### src/rtl/sram_rmw_bridge.sv
// Request/response front-end for the 512x32 single-port SRAM wrapper.
// Byte-strobed partial writes become read-modify-write sequences (RD, CAP, WR),
// because the wrapper has no byte-write mask. One access is in flight at a time.
module sram_rmw_bridge #(
    parameter int unsigned ADDR_W = 9,
    parameter int unsigned DATA_W = 32
) (
    input  logic              clk,
    input  logic              reset,

    // Request channel
    input  logic              req_valid,
    output logic              req_ready,
    input  logic [ADDR_W-1:0] req_addr,
    input  logic              req_we,
    input  logic [3:0]        req_be,
    input  logic [DATA_W-1:0] req_wdata,

    // Response channel
    output logic              rsp_valid,
    input  logic              rsp_ready,
    output logic [DATA_W-1:0] rsp_rdata,

    // SRAM wrapper side
    output logic              sram_en,
    output logic [ADDR_W-1:0] sram_addr,
    output logic              sram_wen,
    output logic [DATA_W-1:0] sram_wdata,
    input  logic [DATA_W-1:0] sram_rdata
);

    localparam int unsigned NumLanes = 4;

    typedef enum logic [2:0] {
        StIdle,
        StRd,
        StCap,
        StWr,
        StResp
    } state_e;

    state_e              state_q, state_d;
    logic [ADDR_W-1:0]   addr_q, addr_d;
    logic                we_q, we_d;
    logic [3:0]          be_q, be_d;
    logic [DATA_W-1:0]   wdata_q, wdata_d;
    logic [DATA_W-1:0]   merge_q, merge_d;
    logic [DATA_W-1:0]   rsp_q, rsp_d;
    logic [DATA_W-1:0]   merged;

    // Lane merge of the captured SRAM word with the latched write data
    always_comb begin
        merged = '0;
        for (int i = 0; i < NumLanes; i++) begin
            merged[8*i +: 8] = be_q[i] ? wdata_q[8*i +: 8] : sram_rdata[8*i +: 8];
        end
    end

    // State and data registers, synchronous active-low reset
    always_ff @(posedge clk) begin
        if (!reset) begin
            state_q <= StIdle;
            addr_q  <= '0;
            we_q    <= 1'b0;
            be_q    <= '0;
            wdata_q <= '0;
            merge_q <= '0;
            rsp_q   <= '0;
        end else begin
            state_q <= state_d;
            addr_q  <= addr_d;
            we_q    <= we_d;
            be_q    <= be_d;
            wdata_q <= wdata_d;
            merge_q <= merge_d;
            rsp_q   <= rsp_d;
        end
    end

    // Next-state, datapath updates and output decode from registered state
    always_comb begin
        state_d    = state_q;
        addr_d     = addr_q;
        we_d       = we_q;
        be_d       = be_q;
        wdata_d    = wdata_q;
        merge_d    = merge_q;
        rsp_d      = rsp_q;

        // req_ready also reads 1 while reset is held low
        req_ready  = (state_q == StIdle) || !reset;
        rsp_valid  = (state_q == StResp);
        rsp_rdata  = rsp_q;
        sram_en    = 1'b0;
        sram_wen   = 1'b0;
        sram_addr  = addr_q;
        sram_wdata = '0;

        case (state_q)
            StIdle: begin
                if (req_valid) begin
                    addr_d  = req_addr;
                    we_d    = req_we;
                    be_d    = req_be;
                    wdata_d = req_wdata;
                    merge_d = req_wdata;
                    rsp_d   = '0;
                    if (!req_we || (req_be != 4'b0000 && req_be != 4'b1111)) begin
                        state_d = StRd;
                    end else if (req_be == 4'b1111) begin
                        state_d = StWr;
                    end else begin
                        // Empty strobe: nothing to store, answer with zero
                        state_d = StResp;
                    end
                end
            end
            StRd: begin
                sram_en = 1'b1;
                state_d = StCap;
            end
            StCap: begin
                // SRAM read data is valid here; this idle cycle also spaces the strobes
                if (!we_q) begin
                    rsp_d   = sram_rdata;
                    state_d = StResp;
                end else begin
                    merge_d = merged;
                    state_d = StWr;
                end
            end
            StWr: begin
                sram_en    = 1'b1;
                sram_wen   = 1'b1;
                sram_wdata = merge_q;
                rsp_d      = merge_q;
                state_d    = StResp;
            end
            StResp: begin
                if (rsp_ready) begin
                    state_d = StIdle;
                end
            end
            default: begin
                state_d = StIdle;
            end
        endcase
    end

endmodule

### config.mk
export PLATFORM = sky130hd
export DESIGN_NAME = sram_rmw_bridge
export DESIGN_NICKNAME = d
export VERILOG_FILES = /design/src/rtl/sram_rmw_bridge.sv
export SDC_FILE = /design/constraint.sdc
export NUM_CORES = 1
export LEC_CHECK = 0
export CAP_MARGIN = 10
export CORE_UTILIZATION = 48
export CTS_CLUSTER_DIAMETER = 200
export DETAILED_ROUTE_END_ITERATION = 12
export PLACE_DENSITY = 0.87
export SYNTH_ARGS = -nofsm -noshare
export SYNTH_HDL_FRONTEND = slang
export SYNTH_SLANG_ARGS = --single-unit
### constraint.sdc
create_clock -name clk -period 1.88 [get_ports clk]
set_input_delay 0.47 -clock clk [delete_from_list [all_inputs] [get_ports clk]]
set_output_delay 0.47 -clock clk [all_outputs]
set_load 0.01 [all_outputs]
Word level (Yosys, flattened, before mapping):

Cells that the tools add are included.

* word-level logic and storage cells: 50
* output and inout port bits: 77
* flip-flop bits (word level): 113

* muxes and demuxes: 19
* reductions and logical operators: 14
* eq/ne operators: 10

Operator list (count)
* $mux 32: 5
* $pmux 32 s3: 1
* $pmux 32 s2: 1
* $mux 8: 4
* $mux 3: 5
* $pmux 3 s5: 1
* $eq 3x2->1 const B: 2
* $ne 2x2->1 const B: 3
* $reduce_and 3->1: 2
* $eq 4x4->1 const B: 1
* $ne 4x4->1 const B: 1
* $reduce_and 2->1: 2
* $reduce_bool 4->1: 1
* $eq 3x1->1 const B: 1
* $eq 3x3->1 const B: 1
* $logic_not 3->1: 1
* $reduce_bool 3->1: 1
* $logic_not 1->1: 2
* $logic_or 1x1->1: 2
* $mux 1: 2
* $ne 2x1->1 const B: 1
* $reduce_bool 2->1: 1
* $reduce_or 2->1: 1
* $logic_and 1x1->1: 1

Depth between registers and ports, before layout:

Gate-level depths: netlist of run 1.

* depth after elaboration: 6
* mapped depth: 7

Worst setup path after synthesis of run 1:

OpenSTA, ideal clock, no wires.

* kind: reg2out
* start point: register state_q[0]
* end point: output sram_wdata[10]
* buffers on the path: 2
* setup slack: 142 ps
* data arrival time: 1268 ps
* data required time: 1410 ps
* stages on the path, launching flop included: 5
* cell sequence: dfxtp_1 > buf_2 > nor2b_1 > clkbuf_1 > and3_1

* cells in the longest elaborated chain, start to end: 2

RTL lines
* start: declaration: line 42 `state_e state_q, state_d;`
* start signal: assignment: line 62 `state_q <= StIdle;`
* start signal: assignment: line 70 `state_q <= state_d;`
* $eq 3x2->1: line 99 `case (state_q)`
* $mux 32: line 99
* end: declaration: line 28 `output logic [DATA_W-1:0] sram_wdata,`

No other way between the ends.

Worst setup path after layout of run 1:

* start point: register state_q[0]
* end point: output sram_wdata[30]

Same word-level chain as after synthesis.

==> metrics.txt, run 1 <==
status=finished, violations left; failing checks=negative setup slack; CTS Buffer Depth=2; cell family with most CP delay=buffers and inverters; Worst R2R Path Depth=7; post-detail-place hpwl=10700 um; max cap viols=0; Worst Hold Endpoint=sram_addr[5]$_SDFFE_PN0P_; number of enable flip-flop cells after synthesis=0; commonest cells after routing, fill and taps aside=nand2_1, clkdlybuf4s50_1, dfxtp_1; final WL=17000 um; Power Dens Cells=993 nW/um^2; Antenna Cells=0; Least-Margin Pin Slew=0.557 ns; DR vias/cell=5.66; PnR Total Power=7.82 mW; synthesized net count=708; Final setup viols=28; Rel. slew slack=0.628; CTS Buf Count=17; Post-Route Utilization=0.720; nets@finish=861; largest net degree at the start of global routing=42; Top Layer Used=met4; vias in the first global route=5326; Async SR Flop Fraction=0; worst flop-to-flop path startpoint=state_q[1]$_SDFFE_PN0P_; CTS tree=yes; final worst slack=-0.101 ns; Max VDD drop=0.741 mV; Synth Register Bits=113; die extent in y=109 um; WP data arrival=1.51 ns; ys flop type=dfxtp_1; Routed WL per cell=18.2 um; # DRC=0; Rows=38; Clk Latency, worst-skew pair=0.40 ns; Critical-path top delay cell=dfxtp_2; worst path bufs/invs=3; Final Max Slew Viols=0; Worst R2R Setup Slack=0.10 ns; hold depth=2; Synth Area per Inst=8.71 um^2; crit start category=register; Worst Setup Path Type=reg2out; Final Skew=0.0104 ns; dpl cell area=7180 um^2; first-pass GRT wire length=26600 um; CP Capture Type=primary output; leakage=3.01 nW; Post-Syn Area=5450 um^2; M1 WL=6940 um; reg2reg end=merge_q[8]$_SDFFE_PN0P_; Remaining Overflow, GRT=0; critical path required time=1.41 ns; RSZ-0062 raised after global routing=true; Core ar.=10900 um^2; Starting Density=0.498; sequential-to-total area share from yosys stat=0.415; H-tree levels=4; GRT Total Usage=0.294; Final Hold Vio Count=0; synth warn=0; vias post-DR=5274; worst min path class=in2reg; port bufs=158; Syn-to-layout area delta=44.5%; clock slew at reported path FFs=0.05 ns; drt first pass iters=5; Fillers=811; met2 wire len=8350 um; Final GP Congestion=0.844; share of cells above drive strength 1=0.198; commonest non-fill, non-tap cell in the layout=nand2_1; initial DRC count=349; Period Utilization, post-route=1.05; Root Buffer=clkbuf_16; die area=11800 um^2; Mapped Cells=626; slowest stage delay, CP=0.35 ns; fmax=0.505 GHz; clock sink count=113; Horiz. Die Dim=109 um; Unique masters post-synth=29; initial antenna violation count=0; met3 WL post-DR=1240 um; design area=7870 um^2; cell chain of the critical path=nor2b_4 -> buf_12 -> buf_8 -> and3_1 -> buf_2; Crit Path Max Fanout=10; worst hold start=reset; post-route antenna net violation count=0; Tmin final=1.98 ns; # IOs=159; hold_buf cts=0
==> power breakdown <==
| part | switching (mW) | total (mW) | leakage, nW | internal (mW) |
|---|---|---|---|---|
| clock | 1.16 | 3.01 | 0.261 | 1.85 |
| sequential | 0.209 | 2.85 | 0.923 | 2.65 |
| combinational | 1.01 | 1.96 | 1.83 | 0.947 |
==> area by class of cell <==
| type | count | area [um^2] | share of cell area |
|---|---|---|---|
| Tap cell | 140 | 175 | 0.0222 |
| Sequential cell | 113 | 2260 | 0.287 |
| Timing Repair Buffer | 187 | 1840 | 0.234 |
| Multi-Input combinational cell | 458 | 3030 | 0.385 |
| Clock inverter | 13 | 114 | 0.0145 |
| Inverter | 2 | 7.51 | 0.000953 |
| Clock buffer | 19 | 443 | 0.0563 |
==> synth_stat cells (2+ instances only) <==
cell         n  share of area
mux2i_1     64           0.12
nand2b_1     3         0.0034
o21ai_1      6         0.0055
buf_2       18          0.017
nand2_1    194           0.13
clkbuf_1    27          0.019
a21boi_1     6         0.0083
nor2b_1      2         0.0023
dfxtp_1    113           0.42
and2_1       2         0.0023
nor2_1       2         0.0014
and3_1      34          0.039
inv_1        2         0.0014
o21ai_0     29          0.027
mux2_2      32          0.066
buf_4        2         0.0028
buf_6        7          0.014
a21boi_0    41          0.056
o2bb2ai_1   32          0.051
==> worst max path at each step <==
stage | cells after the start | endpoint | from
finish | 5 | sram_wdata[30] | state_q[0]$_SDFFE_PN0P_
global route | 5 | rsp_valid | state_q[0]$_SDFFE_PN0P_
CTS | 5 | sram_wdata[13] | state_q[0]$_SDFFE_PN0P_
detailed placement | 6 | merge_q[30]$_SDFFE_PN0P_ | req_valid
global placement | 6 | merge_q[16]$_SDFFE_PN0P_ | req_valid
floorplan | 4 | sram_wdata[10] | state_q[0]$_SDFFE_PN0P_
==> state kept, by name, summed over array words and instances (netlist names) <==
name and flops:
merge_q 32, we_q 1, rsp_rdata 32, sram_addr 9, be_q 4, wdata_q 32
state_q 3
==> cells by family (layout without fill, tap and decap cells) <==
| logic type | after synthesis | in the layout | synth area share |
|---|---|---|---|
| buf+inv | 56 | 221 | 0.0537 |
| flops | 113 | 113 | 0.415 |
| simple gates | 244 | 245 | 0.193 |
| compound gates | 117 | 117 | 0.154 |
| mux | 96 | 96 | 0.184 |
==> what timing repair did <==
item | 4_1_cts | 5_1_grt
setup endpoints to repair | 68 | 36
pin swaps | 2 | 0
resized for setup | 180 | 14
gates cloned | 3 | 0
buffers inserted | 2 | 1
==> metal layers <==
| layer | GRT usage | up-vias |
|---|---|---|
| li1 | - | 2454 |
| met1 | 0.348 | 2501 |
| met2 | 0.511 | 281 |
| met3 | 0.0663 | 38 |
| met4 | 0.123 | 0 |
| met5 | 0 | - |
==> metrics by stage <==
| step | setup TNS, ns | worst slack [ns] | hold slack [ns] | instances |
|---|---|---|---|---|
| after global placement | -8.62 | -0.272 | 0.441 | 896 |
| final | -1.85 | -0.101 | 0.439 | 932 |
| after CTS | -1.15 | -0.0686 | 0.426 | 933 |
| after floorplan | 0 | 0.142 | 0.435 | 626 |
| after detailed placement | -11.68 | -0.373 | 0.445 | 896 |
| after global routing | -3.33 | -0.145 | 0.433 | 932 |
(Power assumes the default switching activity.)
==> run 2: changes to the inputs <==
CORE_ASPECT_RATIO = 0.6   (was not set)
CTS_CLUSTER_DIAMETER = 150   (was 200)
TNS_END_PERCENT = 10   (was not set)
==> metrics.txt, run 2 (synthesis results as in run 1) <==
setup TNS=-1.99 ns (-0.139 ns); vias in the first global route=5405 (+1.5%); cell family with most CP delay=simple AND/OR/NAND/NOR gates; reg2reg end=rsp_rdata[22]$_SDFFE_PN0P_; worst flop-to-flop path startpoint=state_q[0]$_SDFFE_PN0P_; Final GP Congestion=0.800 (-5.2%); dpl cell area=7230 um^2 (+0.71%); crit start category=register; H-tree levels=4 (unchanged); Rel. slew slack=0.599 (-0.0291); Setup WS pre-CTS=-0.0742 ns (+0.299 ns); Worst Hold Endpoint=wdata_q[8]$_SDFFE_PN0P_; GRT Total Usage=0.315 (+0.0205); die area=11800 um^2 (+0.11%); Syn-to-layout area delta=45.1%; Tmin final=1.99 ns (+0.0126 ns); leakage=3.07 nW (+1.9%); DR vias/cell=5.69 (+0.60%); Core ar.=10800 um^2 (-1.1%); Least-Margin Pin Slew=0.601 ns (+0.0436 ns); nets@finish=863 (+0.23%); hold_buf cts=0 (unchanged); hold depth=2 (unchanged); Post-Route Utilization=0.731 (+0.0113); Final Skew=0.00788 ns (-0.00256 ns); CTS tree=yes; Internal=5.72 mW (+5.2%); post-route antenna net violation count=0 (unchanged); Routed WL per cell=19.3 um (+5.9%); clock sink count=113 (unchanged); port bufs=158 (unchanged); Horiz. Die Dim=140 um (+29%); first-pass GRT wire length=28500 um (+7.1%); initial DRC count=412 (+18%); slowest stage delay, CP=0.33 ns (-0.02 ns); Rows=29 (-24%); clock slew at reported path FFs=0.05 ns (about the same); failing checks=negative setup slack; Max VDD drop=0.747 mV (+0.80%); CP most frequent cell=buf_6; switch share=0.290 (-0.0141); Final Hold Vio Count=0 (unchanged); dpl cells=896 (unchanged); Root Buffer=clkbuf_16; worst hold start=wdata_q[8]$_SDFFE_PN0P_; vias post-DR=5317 (+0.82%); final WL=18000 um (+6.2%); Min Hold Slack=0.455 ns (+0.0165 ns); Worst R2R Path Depth=7 (unchanged); initial antenna violation count=0 (unchanged); WP data arrival=1.52 ns (about the same); Period Utilization, post-route=1.06 (+0.00670); CP Capture Type=primary output; PnR Total Power=8.06 mW (+3.1%); combinational power share=0.253 (+0.003); worst min path class=reg2reg; Critical-path top delay cell=dfxtp_2; fmax=0.502 GHz (-0.63%); commonest non-fill, non-tap cell in the layout=nand2_1; Clk Latency, worst-skew pair=0.42 ns (+0.02 ns); final std cells w/o fill=934 (+0.21%); die extent in y=84.5 um (-22%); share of cells above drive strength 1=0.195 (-0.00302); Fillers=735 (-9.4%); Crit Path Max Fanout=10 (unchanged); CTS Buffer Depth=2 (unchanged); Sw Pwr=2.34 mW (-1.6%); post-detail-place hpwl=11400 um (+6.7%); # DRC=0 (unchanged); final worst slack=-0.113 ns (-0.0126 ns); Remaining Overflow, GRT=0 (unchanged); worst path bufs/invs=3 (unchanged); Final Max Slew Viols=0 (unchanged); RSZ-0062 raised after global routing=true; largest net degree at the start of global routing=44 (+4.8%); CTS Buf Count=17 (unchanged); Sequential Area=2270 um^2 (+0.11%); Starting Density=0.504 (+0.00565); commonest cells after routing, fill and taps aside=nand2_1, clkdlybuf4s50_1, dfxtp_1; Flop pwr share=0.356 (-0.009); Power Dens Cells=1020 nW/um^2 (+2.7%); # IOs=159 (unchanged); status=finished, violations left; Critical Path Source=state_q[0]$_SDFFE_PN0P_; area of the multi-input gates=3010 um^2 (-0.83%); design area=7910 um^2 (+0.43%); critical path required time=1.41 ns (about the same); Worst Setup Path Type=reg2out; Final setup viols=34 (+21%); cell chain of the critical path=nor2b_4 -> buf_6 -> buf_12 -> and3_4 -> buf_6; drt first pass iters=5 (unchanged); clock network fraction of design power=0.391 (+0.006); max cap viols=0 (unchanged); Worst R2R Setup Slack=0.07 ns (-0.03 ns)
[run 2: cell count changes in the layout (fill, tap and decap cells not counted), sizes merged]
cell / before / now
diode: 0 / 1
clkinv: 6 / 3
clkdlybuf4s15: 1 / 0
clkbuf: 20 / 28
bufinv: 1 / 2
buf: 63 / 68
nor2b: 3 / 2
dlygate4sd2: 1 / 0
inv: 3 / 2
clkinvlp: 5 / 0
[run 2: worst max-delay path by stage]
stage / slack (ns) / depth (start not counted) / to
after floorplan: 0.14 / 4 / sram_wdata[10]
after global placement: 0.0008 / 6 / merge_q[3]$_SDFFE_PN0P_
after detailed placement: -0.07 / 6 / merge_q[5]$_SDFFE_PN0P_
after CTS: -0.14 / 6 / sram_wdata[19]
after global routing: -0.14 / 5 / sram_wdata[27]
final: -0.11 / 5 / sram_wdata[27]
[run 2: layout make-up]
cell class	instances	area share
Multi-Input combinational cell	457	0.380
Tap cell	139	0.0220
Clock inverter	5	0.00949
Antenna cell	1	0.000316
Clock buffer	27	0.0636
Timing Repair Buffer	190	0.237
Inverter	2	0.000949
Sequential cell	113	0.287
[run 2: power groups by stage]
stage | Combinational [mW] | Sequential [mW] | Clock (mW)
after global placement | 1.76 | 2.88 | 0
after floorplan | 1.15 | 2.81 | 0
after global routing | 2.16 | 2.89 | 3.28
after CTS | 2.06 | 2.85 | 3.18
after detailed placement | 1.83 | 2.89 | 0
final | 2.04 | 2.87 | 3.16
[run 2: metal layers]
layer  vias to the layer above  GRT usage  part of all wire
li1                       2462          -                 -
met1                      2548      0.414              0.45
met2                       269      0.495              0.45
met3                        38     0.0816             0.076
met4                         0      0.128             0.022
met5                         -          0                 0
[run 2: repair_timing]
| item | CTS | global route |
|---|---|---|
| buffers inserted | 7 | 1 |
| resized for setup | 164 | 33 |
| pin swaps | 3 | 1 |
| endpoints found under the setup margin | 42 | 65 |
| cloned | 3 | 0 |
[run 2: tightest hold or removal path: cells and delay by family, from the launching register on]
family	cells	cell delay, ns
AO/OA/AOI/OAI	1	0.05
flip-flops	1	0.30
AND/OR/NAND/NOR	1	0.05
==> run 3: changes to the inputs <==
CORE_MARGIN = 5   (was not set)
==> metrics.txt, run 3 (synthesis results as in run 1) <==
design area=7920 um^2 (+0.13%); Least-Margin Pin Slew=0.592 ns (-0.00870 ns); GR peak layer=met2; worst min path class=reg2reg; Fillers=780 (+6.1%); dpl cell area=7260 um^2 (+0.40%); status=finished, violations left; Syn-to-layout area delta=45.3%; Period Utilization, post-route=1.07 (+0.0134); # IOs=159 (unchanged); initial antenna violation count=0 (unchanged); fmax=0.495 GHz (-1.2%); die extent in y=92.5 um (+9.5%); clock sink count=113 (unchanged); drt first pass iters=5 (unchanged); Core ar.=11200 um^2 (+3.4%); Sequential Area=2270 um^2 (unchanged); Tmin final=2.02 ns (+0.0251 ns); GRT Total Usage=0.264 (-0.0507); die area=13700 um^2 (+16%); Rel. slew slack=0.605 (+0.00581); Routed WL per cell=19.8 um (+2.5%); Post-Route Utilization=0.708 (-0.0235); Antenna Cells=0 (-1); RSZ-0062 raised after global routing=true; # DRC=0 (unchanged); Starting Density=0.487 (-0.0168); vias in the first global route=5424 (+0.35%); post-route antenna net violation count=0 (unchanged); final WL=18500 um (+2.7%); first-pass GRT wire length=28700 um (+0.58%); WP data arrival=1.55 ns (+0.03 ns); Final Hold Vio Count=0 (unchanged); Remaining Overflow, GRT=0 (unchanged); Clk Latency, worst-skew pair=0.40 ns (-0.02 ns); worst path bufs/invs=3 (unchanged); PnR Total Power=8.34 mW (+3.4%); Power Dens Cells=1050 nW/um^2 (+3.3%); crit start category=register; initial DRC count=396 (-3.9%); nets@finish=861 (-0.23%); Min Hold Slack=0.454 ns (-0.000898 ns); Critical-path top delay cell=dfxtp_2; CP most frequent cell=buf_12; share of cells above drive strength 1=0.187 (-0.00835); commonest cells after routing, fill and taps aside=nand2_1, clkdlybuf4s50_1, dfxtp_1; CTS tree=yes; Horiz. Die Dim=148 um (+5.7%); post-detail-place hpwl=11800 um (+3.5%); Max VDD drop=0.839 mV (+12%); met1 usage in global routing=0.349 (-0.0653); area of the multi-input gates=2950 um^2 (-1.7%); Final Skew=0.00648 ns (-0.00140 ns); met3 usage=0.0636 (-0.0180); Final Max Slew Viols=0 (unchanged); final worst slack=-0.139 ns (-0.0251 ns); port bufs=158 (unchanged); cell chain of the critical path=nor2b_4 -> buf_12 -> buf_12 -> and3_1 -> buf_2; largest net degree at the start of global routing=84 (+91%); leakage=3.09 nW (+0.71%); max cap viols=0 (unchanged); Root Buffer=clkbuf_16; slowest stage delay, CP=0.34 ns (about the same); Worst Setup Path Type=reg2out; Final setup viols=35 (+2.9%); critical path required time=1.41 ns (about the same); cell family with most CP delay=buffers and inverters; CTS Buffer Depth=2 (unchanged); Crit Path Max Fanout=9 (-1); DR vias/cell=5.63 (-1.0%); H-tree levels=4 (unchanged); failing checks=negative setup slack; commonest non-fill, non-tap cell in the layout=nand2_1; vias post-DR=5274 (-0.81%); Final GP Congestion=0.845 (+5.6%); Rows=30 (+3.4%); met2 usage=0.421 (-0.0735); CTS Buf Count=17 (unchanged); clock slew at reported path FFs=0.05 ns (about the same); CP Capture Type=primary output
## run 3: layer usage
metal | share of wire | up-vias
met5 | 0 | -
met4 | 0.014 | 0
met3 | 0.086 | 27
met2 | 0.46 | 277
met1 | 0.44 | 2522
li1 | - | 2448
## run 3: repair_timing
action,in CTS,in global routing
cloned,3,0
gates resized for setup,160,6
pin swaps,1,0
endpoints found under the setup margin,36,67
hold buffers,0,0
setup buffers,3,0
## run 3: area by class of cell
type | count | area share
Clock inverter | 11 | 0.0202
Sequential cell | 113 | 0.286
Multi-Input combinational cell | 457 | 0.373
Inverter | 2 | 0.000948
Tap cell | 144 | 0.0228
Clock buffer | 21 | 0.0582
Timing Repair Buffer | 188 | 0.239
## run 3: per-stage QoR
step | worst slack, ns | cells | TNS (ns)
3_5_place_dp | -0.114 | 899 | -3.56
6_report | -0.139 | 936 | -3.99
3_3_place_gp | -0.0636 | 899 | -1.69
2_1_floorplan | 0.142 | 626 | 0
4_1_cts | -0.115 | 937 | -2.15
5_1_grt | -0.184 | 936 | -5.47
## run 3: power breakdown
part           switching, mW  internal (mW)
Sequential             0.217           2.65
Clock                   1.12           2.28
Combinational           1.06           1.02
## run 3: worst paths after layout
kind / endpoint / from / slack (ns) / cells past startpoint
setup / recovery: sram_wdata[14] / state_q[0]$_SDFFE_PN0P_ / -0.14 / 5
hold reg to reg: wdata_q[11]$_SDFFE_PN0P_ / wdata_q[11]$_SDFFE_PN0P_ / 0.45 / 2
hold / removal: wdata_q[11]$_SDFFE_PN0P_ / wdata_q[11]$_SDFFE_PN0P_ / 0.45 / 2
setup reg to reg: merge_q[3]$_SDFFE_PN0P_ / state_q[0]$_SDFFE_PN0P_ / 0.09 / 7
## run 3: worst reg2reg max path: stages, from the launching register on
cell and delay (ns):
dfxtp_2 0.33, buf_4 0.18, buf_4 0.24, nor2_1 0.14, a21boi_1 0.27, nand2_1 0.11
buf_4 0.24, o2bb2ai_1 0.20
